## src/rtl/jogo_uart_rx.sv

```systemverilog
// jogo_uart_rx: 8N1 UART receiver that assembles two bytes (high byte first)
// into one 16-bit word, {estado, macro, micro, res_macro, res_jogo}.
//
// Parameters:
//   CLKS_PER_BIT  clock cycles per UART bit (default 434 = 50 MHz / 115200)
//   TIMEOUT_BITS  allowed inter-byte gap, in bit times (timeout build only)
//
// Ports:
//   clock        single clock, rising edge
//   reset        synchronous, active-high
//   s_in         serial line, idle high, LSB first
//   word         last complete word (changes only while valid is high)
//   estado       word[15:12]
//   macro        word[11:8]
//   micro        word[7:4]
//   res_macro    word[3:2]
//   res_jogo     word[1:0]
//   valid        one-cycle pulse when word updates
//   frame_error  one-cycle pulse on a bad stop bit or an inter-byte timeout
//   busy         high whenever the FSM is not in IDLE
//
// Build option:
//   JOGO_RX_TIMEOUT_EN  when defined, the wait for the second byte is bounded
//                       to TIMEOUT_BITS*CLKS_PER_BIT clocks; otherwise it is
//                       unbounded and no timeout counter exists.
module jogo_uart_rx #(
  parameter int CLKS_PER_BIT = 434,
  parameter int TIMEOUT_BITS = 20
) (
  input  logic        clock,
  input  logic        reset,
  input  logic        s_in,
  output logic [15:0] word,
  output logic [3:0]  estado,
  output logic [3:0]  macro,
  output logic [3:0]  micro,
  output logic [1:0]  res_macro,
  output logic [1:0]  res_jogo,
  output logic        valid,
  output logic        frame_error,
  output logic        busy
);

  // Parameter sanity: the mid-start sample needs at least two clocks per bit.
  if (CLKS_PER_BIT < 2) begin : g_bad_cpb
    $error("jogo_uart_rx: CLKS_PER_BIT must be >= 2");
  end
  if (TIMEOUT_BITS < 1) begin : g_bad_to
    $error("jogo_uart_rx: TIMEOUT_BITS must be >= 1");
  end

  localparam int TW = $clog2(CLKS_PER_BIT + 1);
  localparam logic [TW-1:0] HALF_M1 = TW'(CLKS_PER_BIT / 2 - 1);
  localparam logic [TW-1:0] BIT_M1  = TW'(CLKS_PER_BIT - 1);

`ifdef JOGO_RX_TIMEOUT_EN
  localparam int GW = $clog2(TIMEOUT_BITS * CLKS_PER_BIT + 1);
  localparam logic [GW-1:0] GAP_M1 = GW'(TIMEOUT_BITS * CLKS_PER_BIT - 1);
  logic [GW-1:0] gap_cnt;
`endif

  typedef enum logic [2:0] {IDLE, START, DATA, STOP, GAP} state_t;

  state_t        state;
  logic          s_meta, s_sync, s_prev;
  logic [TW-1:0] timer;
  logic [2:0]    bit_cnt;
  logic [7:0]    shreg;
  logic [7:0]    hi_byte;
  logic          idx;       // 0: expecting high byte, 1: expecting low byte
  logic          from_gap;  // where a rejected start glitch returns to
  logic          fall;

  // s_prev keeps tracking the line in every state, so a line that is already
  // low when IDLE/GAP is entered cannot fake a start until it has gone high.
  assign fall = s_prev & ~s_sync;

  always_ff @(posedge clock) begin
    if (reset) begin
      s_meta      <= 1'b1;
      s_sync      <= 1'b1;
      s_prev      <= 1'b1;
      state       <= IDLE;
      timer       <= '0;
      bit_cnt     <= '0;
      shreg       <= '0;
      hi_byte     <= '0;
      idx         <= 1'b0;
      from_gap    <= 1'b0;
      word        <= '0;
      valid       <= 1'b0;
      frame_error <= 1'b0;
`ifdef JOGO_RX_TIMEOUT_EN
      gap_cnt     <= '0;
`endif
    end else begin
      s_meta      <= s_in;
      s_sync      <= s_meta;
      s_prev      <= s_sync;
      valid       <= 1'b0;
      frame_error <= 1'b0;

      case (state)
        IDLE: begin
          if (fall) begin
            state    <= START;
            timer    <= '0;
            from_gap <= 1'b0;
          end
        end

        START: begin
          if (timer == HALF_M1) begin
            timer <= '0;
            if (!s_sync) begin
              state   <= DATA;
              bit_cnt <= '0;
            end else begin
              // Start bit gone by mid-bit: glitch, resume waiting silently.
              state <= from_gap ? GAP : IDLE;
            end
          end else begin
            timer <= timer + TW'(1);
          end
        end

        DATA: begin
          if (timer == BIT_M1) begin
            timer   <= '0;
            shreg   <= {s_sync, shreg[7:1]};
            bit_cnt <= bit_cnt + 3'd1;
            if (bit_cnt == 3'd7) state <= STOP;
          end else begin
            timer <= timer + TW'(1);
          end
        end

        STOP: begin
          if (timer == BIT_M1) begin
            timer <= '0;
            if (s_sync) begin
              if (idx) begin
                word  <= {hi_byte, shreg};
                valid <= 1'b1;
                idx   <= 1'b0;
                state <= IDLE;
              end else begin
                hi_byte <= shreg;
                idx     <= 1'b1;
                state   <= GAP;
`ifdef JOGO_RX_TIMEOUT_EN
                gap_cnt <= '0;
`endif
              end
            end else begin
              frame_error <= 1'b1;
              idx         <= 1'b0;
              state       <= IDLE;
            end
          end else begin
            timer <= timer + TW'(1);
          end
        end

        GAP: begin
          if (fall) begin
            state    <= START;
            timer    <= '0;
            from_gap <= 1'b1;
          end
`ifdef JOGO_RX_TIMEOUT_EN
          // The gap count keeps running across a rejected glitch; it is only
          // restarted when a new high byte is accepted.
          else if (gap_cnt == GAP_M1) begin
            frame_error <= 1'b1;
            idx         <= 1'b0;
            state       <= IDLE;
          end else begin
            gap_cnt <= gap_cnt + GW'(1);
          end
`endif
        end

        default: state <= IDLE;
      endcase
    end
  end

  assign busy      = (state != IDLE);
  assign estado    = word[15:12];
  assign macro     = word[11:8];
  assign micro     = word[7:4];
  assign res_macro = word[3:2];
  assign res_jogo  = word[1:0];

endmodule

```

## config.mk

```make
export PLATFORM = sky130hd
export DESIGN_NAME = jogo_uart_rx
export DESIGN_NICKNAME = d
export VERILOG_FILES = /design/src/rtl/jogo_uart_rx.sv
export SDC_FILE = /design/constraint.sdc
export NUM_CORES = 1
export LEC_CHECK = 0
export BUFFER_PORTS_ARGS = -buffer_cell sky130_fd_sc_hd__buf_2
export CAP_MARGIN = 20
export CORE_UTILIZATION = 55
export CTS_BUF_LIST = sky130_fd_sc_hd__clkbuf_2
export CTS_CLUSTER_DIAMETER = 80
export DETAILED_ROUTE_END_ITERATION = 8
export PLACE_DENSITY = 0.78
export SYNTH_ARGS = -nofsm -noshare
export SYNTH_HDL_FRONTEND = slang
export SYNTH_SLANG_ARGS = --single-unit
```

## constraint.sdc

```tcl
create_clock -name clock -period 3.94 [get_ports clock]
set_clock_uncertainty 0.2 [all_clocks]
set_input_delay 0.394 -clock clock [delete_from_list [all_inputs] [get_ports clock]]
set_output_delay 0.394 -clock clock [all_outputs]
set_load 0.05 [all_outputs]
```

# Word-level counts from Yosys, hierarchy flattened
# Cells that the tools add are included.
# totals
reg_bits	54
out_inout_bits	35
# classes
add_sub_neg	2
n_reduce_logical	17
muxes	25
eq_ne	15
n_bitwise	5
# ops
op	n
3-bit 2-to-1 mux	12
9-bit 2-to-1 mux	3
9-bit one-hot mux with 3 select lines	1
2-bit inequality test, second input constant	7
3-bit one-hot mux with 4 select lines	1
4-bit AND reduction	3
9-bit by 1-bit adder with 9-bit output, second input constant	1
9-bit by 8-bit equality test with 1-bit output, second input constant	1
9-bit equality test, second input constant	1
3-bit by 2-bit equality test with 1-bit output, second input constant	2
3-bit equality test, second input constant	2
1-bit 2-to-1 mux	6
3-bit one-hot mux with 2 select lines	1
2-bit AND reduction	3
3-bit nonzero test	2
5-bit AND reduction	1
1-bit NOT	4
2-bit nonzero test	2
2-bit OR reduction	2
4-bit OR reduction	1
3-bit by 1-bit adder with 3-bit output, second input constant	1
3-bit by 1-bit equality test with 1-bit output, second input constant	1
3-bit logical NOT	1
3-bit AND reduction	1
other kinds (4)	4

# Logic depth before layout (Yosys ltp)
# depth
depth_word	4
ltp_mapped	9
ltp_nobuf	7

# Worst setup path after synthesis
# No wires, ideal clock.
# synth_timing
path_type	register -> register
start	register timer[0]
end	register word[10]
t_required_ns	3.614
path_slack_ns	1.666
setup_ns	0.126
stages_incl_launch_ff	9
arrival_ns	1.948
cell_sequence	dfxtp_1 -> ha_1 -> or4bb_2 -> nor4_1 -> nand3_1 -> buf_6 -> buf_8 -> mux2i_1 -> nor2_1
# synth_via
elab_chain_cells	2
# synth_rtl
item	line	rtl
from (decl)	66	logic [TW-1:0] timer;
from (signal assigned)	123	timer <= timer + TW'(1);
from (signal assigned)	134	timer <= timer + TW'(1);
from (signal assigned)	161	timer <= timer + TW'(1);
9-bit equality test	139	if (timer == BIT_M1) begin
4-bit AND reduction (no line)	-	
to (signal assigned)	143	word <= {hi_byte, shreg};
to (decl)	33	output logic [15:0] word,
# No other way between the ends.
# A chain may end at the register's enable or synchronous reset.

# Worst setup path in the final report
# layout_timing
start	register timer[0]
end	register timer[7]
# layout_via
elab_chain_cells	3
word_cells_on_any_way	6
# layout_rtl
item	line	rtl
9-bit by 1-bit adder with 9-bit output (tied with other cells)	123, 134, 161	
9-bit 2-to-1 mux, on equally long branches	128, 139, 113	
9-bit one-hot mux with 3 select lines (*)	103	case (state)
# Every way passes the cells marked *; elsewhere a longest branch is shown, timed or not.

==> run_results.csv <==
group,metric,value,unit
power,p_per_area,339,nW/um2
layout,fin_area,2610,um2
min_path,hp-class,"reg2reg",
timing,period_minus_slack,2.49,ns
critical_path,r2r_slack,1.45,ns
critical_path,cp_max_fo,8,
placed_design,gp_congestion,0.885,
synthesis,avgSynthCellArea,9.41,um2
min_path,hp-start,"s_meta",
drt,ant_nets,0,
clock_tree,cts_tree,"done",
timing,fmax,402,MHz
critical_path,setup.worst_path.start_class,"flip-flop",
clock_tree,cts_setup_buffers,0,
critical_path,regToRegStartpoint,"timer[0]",
clock_tree,cts_buffer_depth,2,
global_routing,grt_max_degree,50,
placed_design,dp_hpwl,2920,um
layout,n_antenna_cell,0,
timing,final_hold_viol_count,0,
global_routing,grt_pass1_vias,1508,
min_path,min_path_cells,1,
run_status,status,"completed",
drt,drtIter0Drc,125,
synthesis,synth_area,2480,um2
layout,ff_latch_area,1080,um2
clock_tree,htreeDepth,2,
clock_tree,cts.sink_count,54,
clock_tree,cts_root_buf,"clkbuf_2",
power,p_leak,1.12,nW
timing,setup_violations,0,
drt,via_count,1820,
drt,wl_per_cell,13.0,um
synthesis,ys_seq_area_share,43.7,%
floorplanning,dieWidth,69.1,um
global_routing,grt.overflow.total,0,
floorplanning,num_rows,24,
timing,slew_headroom,43.2,%
drt,viasPerCell,5.42,
clock_tree,clk_pin_slew_worst_paths,0.28,ns
floorplanning,ios,38,
critical_path,crit_arrival,2.68,ns
global_routing,grt_pass1_wl,7280,um
drt,drt_pass1_iterations,5,
synthesis,synth-edff-count,0,
drt,drc,0,
timing,worst_pin_slew,0.851,ns
synthesis,synthDistinctLibCells,41,
drt,routed_wl,4350,um
global_routing,antenna_found_initial,0,
critical_path,critPathCaptureType,"flip-flop",
synthesis,syn_nets,271,
critical_path,critPathKind,"reg2reg",
floorplanning,core-area,4350,um2
critical_path,r2r_cells,6,
critical_path,critPathRequiredTime,4.13,ns
timing,setup-tns-final,0,ns
synthesis,ys_warn_count,0,
synthesis,ys_seq_elements,54,
placed_design,placed_cell_area,2520,um2
layout,final_cell_mix,"54 x dfxtp_1, 43 x nor2_1, 37 x buf_2",
floorplanning,die_h,69.1,um
timing,rsz0062_at_grt,"no",
critical_path,r2r_end,"timer[7]",
synthesis,synthCells,263,
clock_tree,cts_inserted_buffers,5,
layout,synthToLayoutAreaGrowth,5.20,%
global_routing,grtUsageTotal,18.9,%
run,maxCapViolCount,0,
layout,multi_input_area,1150,um2
placed_design,port_buffers,37,
timing,period_share,63.1,%
layout,layout_commonest_cell,"dfxtp_1",
clock_tree,clkLatencyLatePin,0.46,ns
power,peakVddDrop,0.167,mV
floorplanning,die_area,4770,um2
synthesis,async_reset_ff_share,0,%
layout,n_fill_cell,371,
timing,slew_viol_final,0,
layout,nNetsFinal,291,
min_path,whs_endpoint,"s_sync",
synthesis,synth_ff_type,"dfxtp_1",
floorplanning,initial_core_util,56.9,%
layout,drive_above_1_share,21.1,%
-- layer usage --
metal | GRT usage, % | part of all wire, %
met2 | 28.4 | 45
met1 | 26.1 | 49
met5 | 0 | 0
met3 | 4.82 | 4.1
met4 | 6.80 | 1.4
-- worst max-delay path, cell delays in order, from the launching register on --
cell     delay, ns
dfxtp_1       0.47
ha_1          0.20
or4bb_2       0.66
o21ai_0       0.31
nand2_1       0.28
a31oi_1       0.22
o21ai_0       0.09
-- report_power, final --
group	switching, W	total, W	internal (W)
Combinational	0.0000219	0.0000315	0.00000956
Clock	0.000184	0.000297	0.000112
Sequential	0.00000388	0.000555	0.000551
-- sequential cells by signal, summed over array words and instances (netlist names) --
name / flops
s_prev: 1
s_sync: 1
shreg: 8
frame_error: 1
timer: 9
from_gap: 1
state: 3
word: 16
idx: 1
s_meta: 1
bit_cnt: 3
valid: 1
hi_byte: 8
-- cells in the mapped netlist (3+ instances only) --
cell type       number  area share, %
dlymetal6s2s_1       3            1.5
nand3_1              8            1.6
clkbuf_1             3           0.45
nand2_1             13            2.0
or2_2                5            1.3
a21oi_1             14            2.8
mux2i_1             34             14
buf_4               17            5.2
o21ai_0              9            1.8
nor2_1              43            6.5
ha_1                 5            2.5
nor3b_1              3           0.91
dfxtp_1             54             44
o32ai_1              3            1.1
nand2b_1             3           0.76
nand4_1              6            1.5
inv_1                8            1.2
-- cells by family after synthesis --
logic type	after synthesis	share of synthesized area, %
AOI/OAI and AO/OA	35	8.39
adders and majority gates	5	2.53
muxes	34	13.7
buffers and inverters	35	10.1
and+or+nand+nor	100	21.6
DFF	54	43.7
-- final cells by class --
class / instances / area share, %
multi-input cells: 174 / 44.0
flip-flops and latches: 54 / 41.5
well taps: 52 / 2.50
inverters: 8 / 1.15
clock buffers: 5 / 0.961
repair buffers: 40 / 8.07
clock inverters: 3 / 1.83
-- stage by stage --
| step | setup slack (ns) | power (W) | hold slack, ns | util [%] | instances |
|---|---|---|---|---|---|
| after global placement | 1.55 | 0.000595 | 0.195 | 57.9 | 327 |
| after CTS | 1.47 | 0.000887 | 0.255 | 59.8 | 336 |
| after detailed placement | 1.48 | 0.000595 | 0.203 | 57.9 | 327 |
| after floorplan | 1.67 | 0.000591 | 0.189 | - | 263 |
| final | 1.45 | 0.000883 | 0.244 | 59.8 | 336 |
| after global routing | 1.32 | 0.000915 | 0.259 | 59.8 | 336 |
-- worst max path at each step --
| stage | start | endpoint | depth (start not counted) | slack (ns) |
|---|---|---|---|---|
| final | timer[0] | timer[7] | 6 | 1.45 |
| after global routing | timer[0] | timer[4] | 6 | 1.32 |
| after CTS | timer[0] | timer[7] | 6 | 1.47 |
| after detailed placement | timer[0] | timer[7] | 6 | 1.48 |
| after global placement | timer[0] | timer[7] | 6 | 1.55 |
| after floorplan | timer[0] | word[10] | 8 | 1.67 |
-- timing repair --
action / CTS / global route
resized for setup: 0 / 0
hold buffers: 1 / 0
endpoints found under the hold margin: 1 / 0
Note: power is estimated with default switching activity, not from simulation.
